[config.mk]
export PLATFORM = sky130hd
export DESIGN_NAME = mem_port_arbiter
export DESIGN_NICKNAME = d
export VERILOG_FILES = /design/src/rtl/mem_arb_pkg.sv /design/src/rtl/dff1.sv /design/src/rtl/dff16.sv /design/src/rtl/mem_lat_counter.sv /design/src/rtl/mem_port_arbiter.sv
export SDC_FILE = /design/constraint.sdc
export NUM_CORES = 1
export LEC_CHECK = 0
export BUFFER_PORTS_ARGS = -buffer_cell sky130_fd_sc_hd__buf_2
export CAP_MARGIN = 5
export CORE_ASPECT_RATIO = 1.1
export CORE_MARGIN = 4
export CORE_UTILIZATION = 49
export DETAILED_ROUTE_END_ITERATION = 6
export GPL_TIMING_DRIVEN = 0
export PLACE_DENSITY = 0.91
export RECOVER_POWER = 50
export REMOVE_ABC_BUFFERS = 1
export SYNTH_ARGS = -nofsm -noshare
export SYNTH_HDL_FRONTEND = slang
export SYNTH_SLANG_ARGS = --single-unit
[constraint.sdc]
create_clock -name clk -period 2.69 [get_ports clk]
set_input_delay 0.807 -clock clk [delete_from_list [all_inputs] [get_ports clk]]
set_output_delay 0.807 -clock clk [all_outputs]
set_load 0.005 [all_outputs]
[src/rtl/mem_arb_pkg.sv]
// mem_arb_pkg: shared encodings and defaults for the memory port arbiter
package mem_arb_pkg;

    typedef enum logic [1:0] {
        IDLE = 2'd0,
        WAIT = 2'd1,
        RESP = 2'd2
    } arb_state_t;

    typedef enum logic {
        OWN_IF = 1'b0,
        OWN_DM = 1'b1
    } owner_t;

    localparam int MEM_LAT_DEF = 4;

endpackage

[src/rtl/dff1.sv]
// dff1: single-bit enabled register with synchronous active-low reset
module dff1 (
    input  logic clk,
    input  logic rst,
    input  logic en,
    input  logic d,
    output logic q
);

    always_ff @(posedge clk)
        q <= !rst ? 1'b0 : en ? d : q;

endmodule

[src/rtl/dff16.sv]
// dff16: 16-bit enabled register with synchronous active-low reset
module dff16 (
    input  logic        clk,
    input  logic        rst,
    input  logic        en,
    input  logic [15:0] d,
    output logic [15:0] q
);

    always_ff @(posedge clk)
        q <= !rst ? 16'h0 : en ? d : q;

endmodule

[src/rtl/mem_lat_counter.sv]
// mem_lat_counter: loadable down-counter that saturates at zero and flags it
module mem_lat_counter #(
    parameter int W = 3
) (
    input  logic         clk,
    input  logic         rst,
    input  logic         load,
    input  logic [W-1:0] load_val,
    input  logic         dec,
    output logic         zero
);

    logic [W-1:0] cnt;

    always_ff @(posedge clk)
        cnt <= !rst ? '0 : load ? load_val : (dec && cnt != '0) ? cnt - 1'b1 : cnt;

    assign zero = (cnt == '0);

endmodule

[src/rtl/mem_port_arbiter.sv]
// mem_port_arbiter: shares one fixed-latency memory port between fetch and data requesters
module mem_port_arbiter
    import mem_arb_pkg::*;
#(
    parameter int MEM_LAT = MEM_LAT_DEF,
    parameter int CNT_W   = 3
) (
    input  logic        clk,
    input  logic        rst,
    input  logic        if_req,
    input  logic [15:0] if_addr,
    output logic [15:0] if_rdata,
    output logic        if_done,
    input  logic        dm_req,
    input  logic        dm_wr,
    input  logic [15:0] dm_addr,
    input  logic [15:0] dm_wdata,
    output logic [15:0] dm_rdata,
    output logic        dm_done,
    output logic        mem_en,
    output logic        mem_wr,
    output logic [15:0] mem_addr,
    output logic [15:0] mem_wdata,
    input  logic [15:0] mem_rdata,
    output logic        stall_if,
    output logic        stall_mem,
    output logic        busy
);

    arb_state_t state, state_n;
    logic       grant, gnt_dm, fin, cnt_zero, owner;

    always_ff @(posedge clk)
        state <= !rst ? IDLE : state_n;

    // owner is only rewritten at grant, so it doubles as last_grant for the tie-break
    always_comb begin
        state_n = state;
        grant   = 1'b0;
        gnt_dm  = 1'b0;
        fin     = 1'b0;
        case (state)
            IDLE: begin
                grant   = if_req | dm_req;
                gnt_dm  = dm_req & (~if_req | (owner == OWN_IF));
                state_n = grant ? WAIT : IDLE;
            end
            WAIT: begin
                fin     = cnt_zero;
                state_n = cnt_zero ? RESP : WAIT;
            end
            RESP:    state_n = IDLE;
            default: state_n = IDLE;
        endcase
    end

    mem_lat_counter #(.W(CNT_W)) u_cnt (
        .clk(clk), .rst(rst), .load(grant), .load_val(CNT_W'(MEM_LAT)),
        .dec(state == WAIT), .zero(cnt_zero)
    );

    dff1 u_owner (.clk(clk), .rst(rst), .en(grant), .d(gnt_dm), .q(owner));
    dff1 u_mem_en (.clk(clk), .rst(rst), .en(1'b1), .d(grant), .q(mem_en));
    dff1 u_mem_wr (.clk(clk), .rst(rst), .en(grant), .d(gnt_dm & dm_wr), .q(mem_wr));

    dff16 u_mem_addr (
        .clk(clk), .rst(rst), .en(grant), .d(gnt_dm ? dm_addr : if_addr), .q(mem_addr)
    );
    dff16 u_mem_wdata (
        .clk(clk), .rst(rst), .en(grant), .d(gnt_dm ? dm_wdata : 16'h0), .q(mem_wdata)
    );

    // stores keep the previous load data visible on dm_rdata
    dff16 u_if_rdata (
        .clk(clk), .rst(rst), .en(fin & (owner == OWN_IF)), .d(mem_rdata), .q(if_rdata)
    );
    dff16 u_dm_rdata (
        .clk(clk), .rst(rst), .en(fin & (owner == OWN_DM) & ~mem_wr), .d(mem_rdata), .q(dm_rdata)
    );

    dff1 u_if_done (.clk(clk), .rst(rst), .en(1'b1), .d(fin & (owner == OWN_IF)), .q(if_done));
    dff1 u_dm_done (.clk(clk), .rst(rst), .en(1'b1), .d(fin & (owner == OWN_DM)), .q(dm_done));

    assign stall_if  = if_req & ~if_done;
    assign stall_mem = dm_req & ~dm_done;
    assign busy      = (state != IDLE);

endmodule

== Word-level counts from Yosys, hierarchy flattened ==
Cells that the tools add are included.

* Add/subtract/negate cells: 1
* Multiply operators: 0
* Divide/modulo/power cells: 0
* $lt $le $gt $ge: 0
* Equal/unequal tests: 1
* Shift operators: 0
* Muxes and demuxes: 10
* Bitwise logic cells: 15
* Reductions and logical operators: 7

{| class="wikitable"
|+ Operator list
! operator !! number
|-
| $mux W16 || 2
|-
| $and A1 B1 Y1 || 7
|-
| $mux W3 || 2
|-
| $not A1 Y1 || 6
|-
| $mux W1 || 4
|-
| $pmux W2 S2 || 1
|-
| $reduce_bool A2 Y1 || 2
|-
| $logic_not A3 Y1 || 1
|-
| $reduce_bool A3 Y1 || 1
|-
| $sub A3 B1 Y3 const B || 1
|-
| $eq A2 B1 Y1 const B || 1
|-
| $logic_not A2 Y1 || 1
|-
| $mux W2 || 1
|-
| $or A1 B1 Y1 || 2
|-
| $reduce_or A2 Y1 || 1
|-
| $logic_and A1 B1 Y1 || 1
|}

* Register bits after elaboration: 74
* Latch bits: 0
* RAM bits: 0
* Memory bits (read-only): 0
* Input bits: 69
* Output and inout port bits: 71
* Word-level logic and storage cells: 46
* Memories kept: 0

== Depth between registers and ports, before layout ==
* Depth in word-level cells: 5
* Depth in mapped cells: 8
* Mapped depth without buffers: 6

== Cells and area by module ==
Synthesis repeated with hierarchy kept, for this count alone.

* Cells, all modules: 297
* Area, all modules: 3338.2 sq um

{| class="wikitable"
|+ Modules (own cells, without submodules)
! module !! instances !! cells an instance !! area each (sq um) !! seq. area each (sq um)
|-
| dff16 || 4 || 51 || 615.6 || 320.3
|-
| mem_port_arbiter || 1 || 57 || 509.2 || 40.0
|-
| mem_lat_counter || 1 || 21 || 185.2 || 60.1
|-
| dff1 || 5 || 3 || 36.3 || 20.0
|}

== Worst setup path before layout ==
Ideal clock, no wire load.

* Path kind: input-to-reg
* From: input port if_req
* To: register u_cnt.cnt[2]
* Library setup time: 0.120 ns
* Arrival: 1.706 ns
* Data required time: 2.570 ns
* Slack: 0.864 ns
* Stages: 5
* Buffers on the path: 2
* Path through: or2_1 > buf_6 > and2_4 > buf_6 > o31a_1

* Longest elaborated chain between the ends: 3
* Elaborated cells on any way between the ends: 4
* Classes of those cells: mux (2); bitwise (1); reduce/logical (1)

{| class="wikitable"
|+ RTL lines
! item !! line !! RTL
|-
| start: declaration || mem_port_arbiter.sv:10 || <nowiki>input logic if_req,</nowiki>
|-
| $or A1 B1 Y1 * || mem_port_arbiter.sv:44 || <nowiki>grant = if_req | dm_req;</nowiki>
|-
| $mux W1 * || mem_port_arbiter.sv:42 || <nowiki>case (state)</nowiki>
|-
| $mux W3 or $reduce_bool A2 Y1 (tied branches) || n/a ||
|-
| end signal: assignment || mem_lat_counter.sv:16 || <nowiki>cnt <= !rst ? '0 : load ? load_val : (dec && cnt != '0) ? cnt - 1'b1 : cnt;</nowiki>
|-
| end: declaration || mem_lat_counter.sv:13 || <nowiki>logic [W-1:0] cnt;</nowiki>
|}

Mark *: on every way between the ends. The rest lies on a longest branch, timed or not.
A chain may end at the register's enable or synchronous reset.

== Final worst setup path ==
* From: register state[1]
* To: output port busy

* Longest elaborated chain between the ends: 1

{| class="wikitable"
|+ RTL lines
! item !! line !! RTL
|-
| start: declaration || mem_port_arbiter.sv:30 || <nowiki>arb_state_t state, state_n;</nowiki>
|-
| start signal: assignment || mem_port_arbiter.sv:34 || <nowiki>state <= !rst ? IDLE : state_n;</nowiki>
|-
| $reduce_bool A2 Y1 || mem_port_arbiter.sv:86 || <nowiki>assign busy = (state != IDLE);</nowiki>
|-
| end: declaration || mem_port_arbiter.sv:27 || <nowiki>output logic busy</nowiki>
|}

No other way between the ends.

==> summary.md <==
| Metric | Value |
|---|---|
| Status | finished clean |
| Post-CTS setup buffer count | 0 |
| Final worst path period need | between 2 and 2.5 ns |
| Tcrit/Tclk final | 85.66% |
| Setup crit end kind | output port |
| Kind of critical path | reg2out |
| Skew final | 0.009797 ns |
| Antenna violations before repair | 0 |
| Tot Pwr | around 2.5 mW |
| Final Max Slew Viols | 0 |
| # DRC | 0 |
| Dpl cells | 499 |
| Max-cap violation count | 0 |
| CTS tree | done |
| Sequence of cells on the critical path | nor2_4 > inv_1 > buf_2 |
| Clock Tree Root | clkbuf_8 |
| CP max stage cell | nor2_4 |
| WP data required | 1.88 ns |
| NumNets Final | 504 |
| Hold WC Path Type | reg2reg |
| CP Launch Type | register |
| Worst vdd ir | between 0.0003 and 0.0004 V |
| Die ar. | slightly above 0.007 mm² |
| Area Growth Syn to Fin | 26.80% |
| Vias/cell | 5.169 |
| Rel. slew slack | between 20% and 30% |
| Clock buffer count from CTS | 9 |
| H-Tree Depth | 3 |
| Placed inst area | about 0.0035 mm² |
| Final Wtd Congestion | 0.7577 |
| Synth area leaders | dfxtp_1 (51%), nand2_1 (10%), mux2i_1 (5.5%) |
| Final Util | 64.02% |
| Seq cells post-synth | 74 |
| FF+latch area | 0.001481 mm² |
| # rows | 29 |
| Non-Filler Instances | 515 |
| Gr usage total | 19.42% |
| Die Wd | 81.51 µm |
| Grt ovf | 0 |
| Vias in the first global route | 2428 |
| Crit-path max FO | 20 |
| RSZ-0062 raised after global routing | no |
| Syn Std Cell Area | 0.002913 mm² |
| Clock buffer depth | 2 |
| Share of layout cells above drive strength 1 | 27.85% |
| Sequential share of the synthesized area | 50.86% |
| Leading area contributor after synthesis | dfxtp_1 |
| Number of clock sinks | 74 |
| IO Pins | between 100 and 150 |
| TritonRoute pass-1 iters | 4 |
| IO Port Bufs | 139 |
| Vias | 2662 |
| Cells after Synth | 309 |
| Fmax | 0.4340 GHz |
| Slew @ Worst Pin | 1.086 ns |
| Area share of the largest cell type after synthesis | 50.86% |
| Core ar. | 0.005769 mm² |
| Largest net degree at the start of global routing | 70 |
| Number of fill cells in the layout | 498 |
| Area of the multi-input gates | 0.001249 mm² |
| Leakage | 1.590 nW |
| Post-synthesis cell type count | 36 |
| Asr flop ratio synth | 0% |
| Syn_area_per_cell | 9.427 µm² |
| DR iter-0 viols | 70 |
| Ys flop type | dfxtp_1 |
| Worst EP arrival | 1.50 ns |
| Die H | roughly 90 µm |
| Initial Utilization | 50.49% |
| Clock-pin slew on the worst setup and hold paths | around 0.08 ns |
| Antenna diodes | 0 |
| Final HPWL from detailed placement | 5146 µm |
| Syn. warnings | 0 |
| DR WL/cell | 13.77 µm |
| Post-route cell area | 0.003694 mm² |
| ANT nets after route | 0 |
| PD cells | 674.2 mW/mm² |
| Clk_lat worst skew | between 0.3 and 0.4 ns |
| Final setup violating endpoints | 0 |
| Routed wire length | slightly above 7000 µm |
| Final hold vios | 0 |
| Number of synthesized flops with an enable pin | 0 |
| First-pass GRT wire length | between 10000 and 15000 µm |
| Worst path max stage delay | around 0.42 ns |
==> stage by stage <==
stage / setup slack [ns] / hold WS (ns) / TNS (ns)
floorplan: 0.6303 / 0.4447 / 0
global placement: -0.2863 / 0.4347 / -4.990
detailed placement: -0.3796 / 0.4457 / -6.425
CTS: 0.05662 / 0.4571 / 0
global route: 0.2244 / 0.4783 / 0
finish: 0.3858 / 0.4565 / 0
==> worst max-delay path, delay by kind of cell (launching register included) <==
kind / cells / cell delay [ns]
and+or+nand+nor: 1 / 0.42
DFF: 1 / 0.36
buffers and inverters: 2 / 0.38
==> sequential cells by signal, summed over array words and instances (netlist names) <==
name	count
state	2
u_mem_wdata.q	16
u_dm_rdata.q	16
u_cnt.cnt	3
u_if_rdata.q	16
u_if_done.q	1
u_mem_addr.q	16
u_owner.q	1
u_mem_en.q	1
u_mem_wr.q	1
u_dm_done.q	1
==> cells in the mapped netlist, types with 2 or more instances <==
cell type	instances
nor2_1	2
buf_6	8
buf_1	2
ha_1	2
inv_1	4
a21oi_1	17
buf_2	8
nor2b_1	3
nand3_1	16
o21ai_0	15
and3b_1	2
a22o_1	17
nand2_1	80
dfxtp_1	74
and3_1	2
mux2i_1	16
clkbuf_1	7
a311oi_1	16
==> layer usage <==
metal | track usage [%] | part of all wire [%]
met5 | 0 | 0
met4 | 9.063 | 1.2
met3 | 6.008 | 10
met2 | 32.44 | 45
met1 | 22.61 | 43
==> cells by family after synthesis <==
kind of cell	Yosys count	synth area share, %
buffers and inverters	31	6.529
AND/OR/NAND/NOR	112	17.31
flip-flops	74	50.86
AO/OA/AOI/OAI	73	18.64
adder cells (fa/ha/maj)	2	0.8590
XOR/XNOR	1	0.3007
multiplexers	16	5.498
==> cells in the final DEF, fill, tap and decap left out, types with 2 or more instances in the layout <==
master	netlist	final
a21oi_1	17	17
a22o_1	17	17
a311oi_1	16	16
and3_1	2	2
and3b_1	2	2
buf_2	8	96
clkbuf_1	7	42
clkbuf_8	0	9
clkinv_4	0	4
dfxtp_1	74	74
ha_1	2	2
inv_1	4	4
mux2i_1	16	16
nand2_1	80	80
nand3_1	16	16
nor2b_1	3	3
o21ai_0	15	15
==> power by group <==
part | total [mW] | internal (mW) | switching, mW
sequential | 1.24 | 1.19 | 0.0525
combinational | 0.400 | 0.175 | 0.225
clock | 0.852 | 0.436 | 0.416
==> path summary, 6_finish.rpt <==
kind              slack [ns]            start  cells past startpoint                to
setup reg to reg        0.58     u_cnt.cnt[0]                      6  u_dm_rdata.q[13]
hold / removal          0.46  u_dm_rdata.q[5]                      2   u_dm_rdata.q[5]
hold reg to reg         0.46  u_dm_rdata.q[5]                      2   u_dm_rdata.q[5]
setup / recovery        0.39         state[1]                      3              busy
==> final cells by class <==
class / count / area share (%)
clock buffer: 9 / 3.354
tap: 77 / 2.608
timing repair buffer: 139 / 17.48
sequential: 74 / 40.11
inverter: 5 / 0.5081
multi-input combinational: 204 / 33.81
clock inverter: 7 / 2.134
==> timing repair <==
action                     in CTS  in global routing
pin swaps                       0                  0
gates resized for setup         2                  1
setup endpoints to repair       8                  1
hold buffers                    0                  0
(Power assumes the default switching activity.)
